$ cat config.mk
export PLATFORM = sky130hd
export DESIGN_NAME = mem_arbiter
export DESIGN_NICKNAME = d
export VERILOG_FILES = /design/src/rtl/mem_arbiter.sv
export SDC_FILE = /design/constraint.sdc
export NUM_CORES = 1
export LEC_CHECK = 0
export ABC_AREA = 0
export BUFFER_PORTS_ARGS = -buffer_cell sky130_fd_sc_hd__buf_2
export CAP_MARGIN = 20
export CELL_PAD_IN_SITES_DETAIL_PLACEMENT = 0
export CELL_PAD_IN_SITES_GLOBAL_PLACEMENT = 1
export CORE_MARGIN = 4
export CORE_UTILIZATION = 23
export DETAILED_ROUTE_END_ITERATION = 10
export PLACE_DENSITY_LB_ADDON = 0.12
export SLEW_MARGIN = 10
export SYNTH_ARGS = -nofsm -noshare
export SYNTH_HDL_FRONTEND = slang
export SYNTH_SLANG_ARGS = --single-unit
$ cat constraint.sdc
create_clock -name CLK -period 3.1 [get_ports CLK]
set_input_delay 0.62 -clock CLK [delete_from_list [all_inputs] [get_ports CLK]]
set_output_delay 0.62 -clock CLK [all_outputs]
set_load 0.01 [all_outputs]
$ cat src/rtl/mem_arbiter.sv
// Purpose: shares one single-ported RAM between instruction fetch and the data stage; data wins, fetch has a starvation guard.
// Latency: grant one cycle after a request is seen in IDLE; wait drops in the grant cycle where ram_ready is high; one IDLE bubble between accesses.
// Backpressure: iwait/dwait stall the requesters until their access completes; a hung RAM drops into a sticky ERR state.
module mem_arbiter #(
    parameter int ADDR_W       = 32,
    parameter int DATA_W       = 32,
    parameter int TIMEOUT      = 15,
    parameter int STARVE_LIMIT = 4
) (
    input  logic              CLK,
    input  logic              nRST,
    input  logic              iREN,
    input  logic [ADDR_W-1:0] iaddr,
    input  logic              dREN,
    input  logic              dWEN,
    input  logic [ADDR_W-1:0] daddr,
    input  logic [DATA_W-1:0] dstore,
    input  logic [DATA_W-1:0] ramload,
    input  logic              ram_ready,
    output logic              ramREN,
    output logic              ramWEN,
    output logic [ADDR_W-1:0] ramaddr,
    output logic [DATA_W-1:0] ramstore,
    output logic              iwait,
    output logic              dwait,
    output logic [DATA_W-1:0] iload,
    output logic [DATA_W-1:0] dload,
    output logic              err
);

    typedef enum logic [1:0] {
        IDLE    = 2'd0,
        GRANT_D = 2'd1,
        GRANT_I = 2'd2,
        ERR     = 2'd3
    } state_t;

    localparam int TW = $clog2(TIMEOUT + 1);
    localparam int SW = $clog2(STARVE_LIMIT + 1);
    localparam logic [TW-1:0] TMO_LAST   = TW'(TIMEOUT - 1);
    localparam logic [SW-1:0] STARVE_MAX = SW'(STARVE_LIMIT);

    state_t            state_q, state_d;
    logic [SW-1:0]     streak_q, streak_d;
    logic [TW-1:0]     timer_q, timer_d;
    logic              err_q, err_d;
    logic [ADDR_W-1:0] addr_q, addr_d;
    logic [DATA_W-1:0] data_q, data_d;
    logic              op_q, op_d;      // 1 = write, only meaningful in GRANT_D

    logic dreq;
    logic force_i;

    assign dreq    = dREN | dWEN;
    // Fetch has been passed over too many times: it takes the next grant.
    assign force_i = iREN && (streak_q == STARVE_MAX);

    // Next-state: arbitration in IDLE, completion/timeout in grant states, ERR is terminal.
    always_comb begin
        state_d  = state_q;
        streak_d = streak_q;
        timer_d  = timer_q;
        err_d    = err_q;
        addr_d   = addr_q;
        data_d   = data_q;
        op_d     = op_q;
        case (state_q)
            IDLE: begin
                if (dreq && !force_i) begin
                    state_d = GRANT_D;
                    addr_d  = daddr;
                    data_d  = dstore;
                    op_d    = dWEN;
                    timer_d = '0;
                    if (!iREN) begin
                        streak_d = '0;
                    end else if (streak_q != STARVE_MAX) begin
                        streak_d = streak_q + SW'(1);
                    end
                end else if (iREN) begin
                    state_d  = GRANT_I;
                    addr_d   = iaddr;
                    data_d   = '0;
                    op_d     = 1'b0;
                    timer_d  = '0;
                    streak_d = '0;
                end
            end
            GRANT_D, GRANT_I: begin
                // Always back to IDLE on completion: the owner still holds its
                // request this cycle, so re-arbitrating now would issue it twice.
                if (ram_ready) begin
                    state_d = IDLE;
                end else begin
                    timer_d = timer_q + TW'(1);
                    if (timer_q == TMO_LAST) begin
                        state_d = ERR;
                        err_d   = 1'b1;
                    end
                end
            end
            ERR: begin
                state_d = ERR;
            end
            default: state_d = IDLE;
        endcase
    end

    // State and latch registers; reset drops the grant asynchronously.
    always_ff @(posedge CLK or negedge nRST) begin
        if (!nRST) begin
            state_q  <= IDLE;
            streak_q <= '0;
            timer_q  <= '0;
            err_q    <= 1'b0;
            addr_q   <= '0;
            data_q   <= '0;
            op_q     <= 1'b0;
        end else begin
            state_q  <= state_d;
            streak_q <= streak_d;
            timer_q  <= timer_d;
            err_q    <= err_d;
            addr_q   <= addr_d;
            data_q   <= data_d;
            op_q     <= op_d;
        end
    end

    // RAM strobes, waits and read-data steering from the registered grant.
    always_comb begin
        ramREN   = 1'b0;
        ramWEN   = 1'b0;
        ramaddr  = '0;
        ramstore = '0;
        iload    = '0;
        dload    = '0;
        iwait    = iREN;
        dwait    = dreq;
        err      = err_q;
        case (state_q)
            GRANT_D: begin
                ramaddr  = addr_q;
                ramstore = data_q;
                ramWEN   = op_q;
                ramREN   = !op_q;
                if (ram_ready) begin
                    dwait = 1'b0;
                    // A flushed request gets no data back.
                    if (!op_q && dreq) begin
                        dload = ramload;
                    end
                end
            end
            GRANT_I: begin
                ramaddr = addr_q;
                ramREN  = 1'b1;
                if (ram_ready) begin
                    iwait = 1'b0;
                    if (iREN) begin
                        iload = ramload;
                    end
                end
            end
            default: ;
        endcase
    end

endmodule

==> results by group, run 1 <==
Outcome
  • Outcome: complete, no violations

Worst setup path
  • CP Data Arrival Time: between 2000 and 2500 ps
  • Slowest stage delay, CP: 670 ps
  • CP max-delay cell: and3_1
  • Critical path fanouts, max: 32
  • Crit path cell chain: inv_1 > ha_1 > nor2b_1 > and3_1 > and2_1 > buf_2
  • Critical Path End Type: output port
  • CP Launch Type: register
  • Critical path start-end classification: register to output port
  • CP required: roughly 2500 ps

Place
  • Placer Congestion: about 0.86
  • Place WS: ~400 ps
  • HPWL Detailed: 10.88 mm
  • IO Port Bufs: about 270

Floorplan
  • Die Y: 143.1 µm
  • Cell row count: 49
  • Starting Density: 0.2337
  • IO Pins: 267
  • Core area: around 18,000 µm²
  • Die ar.: 20,480 µm²
  • Die boundary width: 143.1 µm

Timing
  • Fin Setup TNS: 0 ps
  • Highest clock rate: 357.1 MHz
  • RSZ-0062 raised after global routing: false
  • Period utilisation layout: 0.9034
  • Final min period: 2801 ps
  • Final Hold Viols: 0
  • Max-slew violations: 0
  • Fin worst setup slack: 299.3 ps
  • Slew margin rel.: 0.4922
  • Worst Skew: roughly 9.6 ps
  • Actual slew at the worst max-slew pin: 761.7 ps
  • Final setup violation count: 0

Route
  • Avg Vias per Cell: 4.452
  • DR pass1 iterations: 4
  • Total wire length: 14.81 mm
  • Detail Route Antenna Nets: 0
  • DRC: 0
  • Vias: 4,234
  • Iter 0 DRT Violations: 125
  • Routed length per instance: 15.58 µm

Power and ir drop
  • Combinational share of power: 0.529
  • Int Pwr: 3.297 mW
  • Power share of the sequential group: 0.300
  • Pwr dens: 936.9 nW/µm²
  • Clk pwr share: 0.171
  • P_sw: 2.335 mW
  • Sw Ratio: 0.4146
  • Leakage power: 3.226 nW
  • Peak VDD IR: 0.0003711 V

Cells and area
  • Layout area overhead: 43.19%
  • Share of layout cells above drive strength 1: 0.4100
  • Footprint of the multi-input gates: between 2000 and 2500 µm²
  • Layout Nets: 861
  • Register area: about 1900 µm²
  • Fillers: 1,912
  • Ant. Diodes: 0
  • Core Util, Final: 0.3346

Synthesis
  • Syn_nets: about 600
  • Mean Syn Cell Area: 8.989 µm²
  • Synthesized instance count: 467
  • Post-Synthesis Cell Area: 4198 µm²
  • Synth cell types: 31
  • Syn. warnings: 0
  • Seq/Total Area, Yosys: 0.4471
  • Synth Register Bits: 75

Clock tree
  • Post-CTS sizing: 0
  • CTS Buffer Depth: 2
  • TritonCTS Buffers: 9
  • Clk Latency, worst-skew pair: 330 ps
  • Post-CTS Setup Repair Bufs: 0
  • CTS Root Cell: clkbuf_16
  • H-tree lvl count: 3
  • Worst-path clk slew: 60 ps
  • CTS tree: yes
  • Hold-fix buffers, CTS: 0
  • CTS Sinks: 75

Global route
  • Met2 Usage GRT: 0.2567
  • Met1 Track Usage GR: 0.1520
  • Initial antenna violation count: 0
  • Largest net degree at the start of global routing: 76
  • First-pass GRT wire length: 22.22 mm
  • Grt ovf: 0
  • Met3 usage: 0.03583
  • Vias in the first global route: about 4,300
  • Total Routing Usage GR: 0.1381
  • GRT busiest layer: met2

Run
  • Max-capacitance violation count: 0

Worst hold path
  • Hold Crit Class: input pin to asynchronous set/reset pin
==> Yosys cell counts <==
cell type / instances / area [µm²]
a21boi_0: 1 / 7.510
a21o_1: 2 / 15.01
a21oi_1: 68 / 340.3
a22o_1: 37 / 324.1
a31o_2: 1 / 8.760
a32o_1: 1 / 10.01
a41o_1: 1 / 10.01
and2_1: 129 / 807.0
and3_1: 4 / 25.02
buf_2: 12 / 60.06
buf_6: 4 / 45.04
clkbuf_1: 20 / 75.07
dfrtp_1: 75 / 1877
ha_1: 10 / 125.1
inv_1: 5 / 18.77
mux2_2: 2 / 22.52
nand2_1: 38 / 142.6
nand2b_1: 1 / 6.260
nand3_1: 3 / 15.01
nand4b_1: 1 / 8.760
nor2_1: 36 / 135.1
nor2b_1: 3 / 18.77
nor3_1: 3 / 15.01
nor4b_4: 1 / 23.77
o21a_1: 2 / 15.01
o21ai_0: 2 / 10.01
o21ai_2: 1 / 8.760
o21bai_1: 1 / 7.510
o22ai_1: 1 / 6.260
o31ai_1: 1 / 7.510
or2_1: 1 / 6.260
==> final timing paths <==
kind                       slack [ps]    endpoint        from  cells past startpoint
hold reg to reg                   480         err         err                      1
max in group asynchronous        2250  data_q[20]        nRST                      2
setup reg to reg                 1080  state_q[1]  state_q[0]                      6
min in group CLK                  480         err         err                      1
setup / recovery                  300    dload[4]  state_q[1]                      6
hold / removal                    240   addr_q[7]        nRST                      1
==> through the flow <==
stage | power, mW | instances | hold WS [ps] | instance area, µm²
after floorplan | 3.596 | 467 | 324.4 | 4198
after global placement | 4.730 | 934 | 480.3 | 5720
after detailed placement | 4.738 | 934 | 481.2 | 5720
after CTS | 5.757 | 950 | 475.6 | 5991
after global routing | 6.128 | 951 | 274.2 | 6011
final | 5.631 | 951 | 241.2 | 6011
==> cells by family after synthesis <==
family          after synthesis  synth area share
buf+inv                      41           0.04739
compound gates              119            0.1836
mux                           2          0.005365
simple gates                220            0.2867
fa+ha+maj                    10           0.02981
flops                        75            0.4471
==> power by group through the flow <==
stage                     sequential (mW)  clock [mW]  combinational (mW)
after floorplan                      1.63           0                1.97
after global placement               1.69           0                3.04
after detailed placement             1.70           0                3.04
after CTS                            1.69        1.01                3.05
after global routing                 1.75        1.05                3.32
final                                1.69       0.964                2.98
==> critical path: cells and delay by family (launching register included) <==
family	cells	cell delay [ps]
adders and majority gates	1	150
buffers and inverters	2	260
and+or+nand+nor	3	1030
DFF	1	400
==> sequential cells by signal, indices dropped and copies added (netlist names) <==
signal and count:
op_q 1, timer_q 4, data_q 32, addr_q 32, streak_q 3, err 1, state_q 2
==> cell usage in the layout (no fill, tap or decap), types with 2 or more instances in the layout <==
master / count
buf_12: 2
a22o_1: 37
o21ai_0: 2
nand2_1: 38
a21oi_1: 68
mux2_2: 2
buf_4: 8
a21o_1: 2
and3_1: 4
buf_2: 265
nand3_1: 3
o21a_1: 2
inv_1: 5
clkinv_2: 2
and2_1: 129
nor2_1: 35
nor3_1: 3
nor2b_1: 3
dfrtp_1: 75
ha_1: 10
clkinvlp_4: 3
clkbuf_16: 9
==> layer usage <==
| metal | share of wire | vias up |
|---|---|---|
| met2 | 0.50 | 181 |
| met1 | 0.39 | 1986 |
| met3 | 0.093 | 12 |
| li1 | - | 2055 |
| met5 | 0 | - |
| met4 | 0.012 | 0 |
==> cell type report <==
| cell class | count | share of cell area |
|---|---|---|
| clock buffer | 10 | 0.03809 |
| clock inverter | 6 | 0.006869 |
| inverter | 5 | 0.003122 |
| multi-input combinational | 351 | 0.3547 |
| sequential | 75 | 0.3122 |
| tap | 229 | 0.04767 |
| timing repair buffer | 275 | 0.2373 |
Power figures use the tool's default switching activity.
==> run 2, diff against run 1 <==
--- a/config.mk
+++ b/config.mk
@@ -9,11 +9,12 @@
 export BUFFER_PORTS_ARGS = -buffer_cell sky130_fd_sc_hd__buf_2
 export CAP_MARGIN = 20
 export CELL_PAD_IN_SITES_DETAIL_PLACEMENT = 0
-export CELL_PAD_IN_SITES_GLOBAL_PLACEMENT = 1
+export CELL_PAD_IN_SITES_GLOBAL_PLACEMENT = 2
 export CORE_MARGIN = 4
 export CORE_UTILIZATION = 23
 export DETAILED_ROUTE_END_ITERATION = 10
 export PLACE_DENSITY_LB_ADDON = 0.12
+export SETUP_SLACK_MARGIN = 0.3
 export SLEW_MARGIN = 10
 export SYNTH_ARGS = -nofsm -noshare
 export SYNTH_HDL_FRONTEND = slang
==> results by group, run 2 (same netlist as run 1, synthesis figures left out) <==
Worst setup path
  • CP Launch Type: register
  • Reg-to-reg endpoint: state_q[1]
  • Slowest stage delay, CP: 620 ps (-50 ps)
  • CP bufs+invs: 3 (+1)
  • CP max-delay cell: ha_1
  • Critical path start-end classification: register to output port
  • Flop2flop setup slack: 880 ps (-200 ps)
  • CP required: 2480 ps (about the same)
  • Top delay family on crit path: adder cells
  • Critical Path End Type: output port
  • Crit path cell chain: inv_1 > ha_1 > buf_12 > and2_1 > buf_2
  • R2r worst-path depth: 6 (unchanged)
  • Crit Reg-Reg Startpoint: state_q[0]
  • CP Data Arrival Time: 2010 ps (-170 ps)
  • Critical path fanouts, max: 25 (-22%)

Route
  • Detail Route Antenna Nets: 0 (unchanged)
  • Vias: 4,180 (-1.3%)
  • Iter 0 DRT Violations: 152 (+22%)
  • DRC: 0 (unchanged)
  • Routed length per instance: 16.14 µm (+3.6%)
  • Avg Vias per Cell: 4.382 (-1.6%)
  • DR pass1 iterations: 4 (unchanged)
  • Total wire length: 15.40 mm (+4.0%)

Cells and area
  • Layout Nets: 863 (+0.23%)
  • Commonest cells after routing, fill and taps aside: 265 x buf_2, 129 x and2_1, 75 x dfrtp_1
  • Share of layout cells above drive strength 1: 0.4144 (+0.004392)
  • Top Registers: addr_q (32), data_q (32), timer_q (4)
  • Layout area overhead: 44.11%
  • Most common cell after layout, fill and taps aside: buf_2

Floorplan
  • Die Y: 143.1 µm (unchanged)
  • Die ar.: 20,480 µm² (unchanged)
  • Core area: 17,960 µm² (unchanged)
  • Starting Density: 0.2337 (unchanged)
  • Cell row count: 49 (unchanged)
  • Die boundary width: 143.1 µm (unchanged)
  • IO Pins: 267 (unchanged)

Timing
  • Fin Setup TNS: 0 ps (unchanged)
  • Period utilisation layout: 0.8473 (-0.05616)
  • Fin worst setup slack: 473.4 ps (+174.1 ps)
  • Actual slew at the worst max-slew pin: 585.0 ps (-176.7 ps)
  • Worst Skew: 16.82 ps (+7.264 ps)
  • Highest clock rate: 380.7 MHz (+6.6%)
  • Slew margin rel.: 0.6096 (+0.1174)
  • Final Hold Viols: 0 (unchanged)
  • Final setup violation count: 0 (unchanged)
  • Max-slew violations: 0 (unchanged)
  • RSZ-0062 raised after global routing: false
  • Final min period: 2627 ps (-174.1 ps)

Outcome
  • Outcome: complete, no violations

Global route
  • Met3 usage: 0.04454 (+0.008707)
  • Met2 Usage GRT: 0.2554 (-0.001236)
  • GRT busiest layer: met2
  • Initial antenna violation count: 0 (unchanged)
  • Met1 Track Usage GR: 0.1688 (+0.01681)
  • First-pass GRT wire length: 23.38 mm (+5.2%)
  • Grt ovf: 0 (unchanged)
  • Total Routing Usage GR: 0.1450 (+0.006830)
  • Largest net degree at the start of global routing: 76 (unchanged)
  • Vias in the first global route: 4,381 (+2.8%)

Clock tree
  • Worst-path clk slew: 70 ps (about the same)
  • Clk Latency, worst-skew pair: 350 ps (+20 ps)
  • CTS Root Cell: clkbuf_16
  • CTS Buffer Depth: 2 (unchanged)
  • CTS tree: yes
  • TritonCTS Buffers: 9 (unchanged)
  • Hold-fix buffers, CTS: 0 (unchanged)
  • H-tree lvl count: 3 (unchanged)
  • CTS Sinks: 75 (unchanged)

Place
  • Place WS: 361.4 ps (-28.85 ps)
  • IO Port Bufs: 266 (unchanged)
  • Placer Congestion: 0.8106 (-5.6%)
  • HPWL Detailed: 11.40 mm (+4.8%)

Run
  • Max-capacitance violation count: 0 (unchanged)

Power and ir drop
  • Leakage power: 3.250 nW (+0.72%)
  • Peak VDD IR: 0.0003570 V (-3.8%)
  • Power Total: 5.772 mW (+2.5%)
  • Pwr dens: 954.0 nW/µm² (+1.8%)

Worst hold path
  • Hold Crit Class: input pin to asynchronous set/reset pin
-- run 2: cell count changes in the layout (fill, tap and decap cells not counted) --
cell and change:
and3_1 -1, clkinvlp_4 -2, inv_8 +2, inv_6 +1
clkbuf_1 -1, clkinv_2 -2, buf_4 +2, and3_2 +1
diode_2 +1, clkinv_4 +2
-- run 2: how the worst max path moves through the flow --
stage | from | endpoint | slack [ps] | depth (start not counted)
final | state_q[0] | ramaddr[15] | 470 | 5
after global placement | dWEN | dload[9] | 490 | 5
after CTS | state_q[0] | ramaddr[5] | 420 | 5
after floorplan | dWEN | dload[10] | 970 | 5
after detailed placement | dWEN | dload[24] | 360 | 5
after global routing | state_q[0] | ramaddr[13] | 320 | 5
-- run 2: through the flow --
step	hold WS, ps	instance area (µm²)	instances	utilization
after global placement	479.8	5736	936	0.3193
after global routing	274.6	6047	953	0.3366
final	229.5	6050	954	0.3368
after floorplan	324.4	4198	467	-
after detailed placement	483.2	5736	936	0.3193
after CTS	471.1	6027	952	0.3355
-- run 2: area by class of cell --
cell class	count	area (µm²)
Fill cell	1941	11910
Inverter	5	18.77
Antenna cell	1	2.502
Tap cell	229	286.5
Clock buffer	9	225.2
Clock inverter	7	65.06
Sequential cell	75	1877
Multi-Input combinational cell	351	2133
Timing Repair Buffer	277	1441
-- run 2: repair_timing --
action / in CTS / in global routing
setup endpoints to repair: 32 / 0
gates resized for setup: 1 / 0
buffers inserted: 0 / 0
hold endpoints to repair: 0 / 0
-- run 2: power breakdown --
part           switching (mW)  internal [mW]  leakage, nW
sequential              0.250           1.44        0.901
combinational            1.70           1.35         2.21
clock                   0.472          0.562        0.140
total                    2.42           3.35         3.25
-- run 2: layer usage --
layer	part of all wire	wire (µm)
met1	0.40	6226
met2	0.50	7773
met3	0.074	1135
met4	0.017	267
met5	0	0
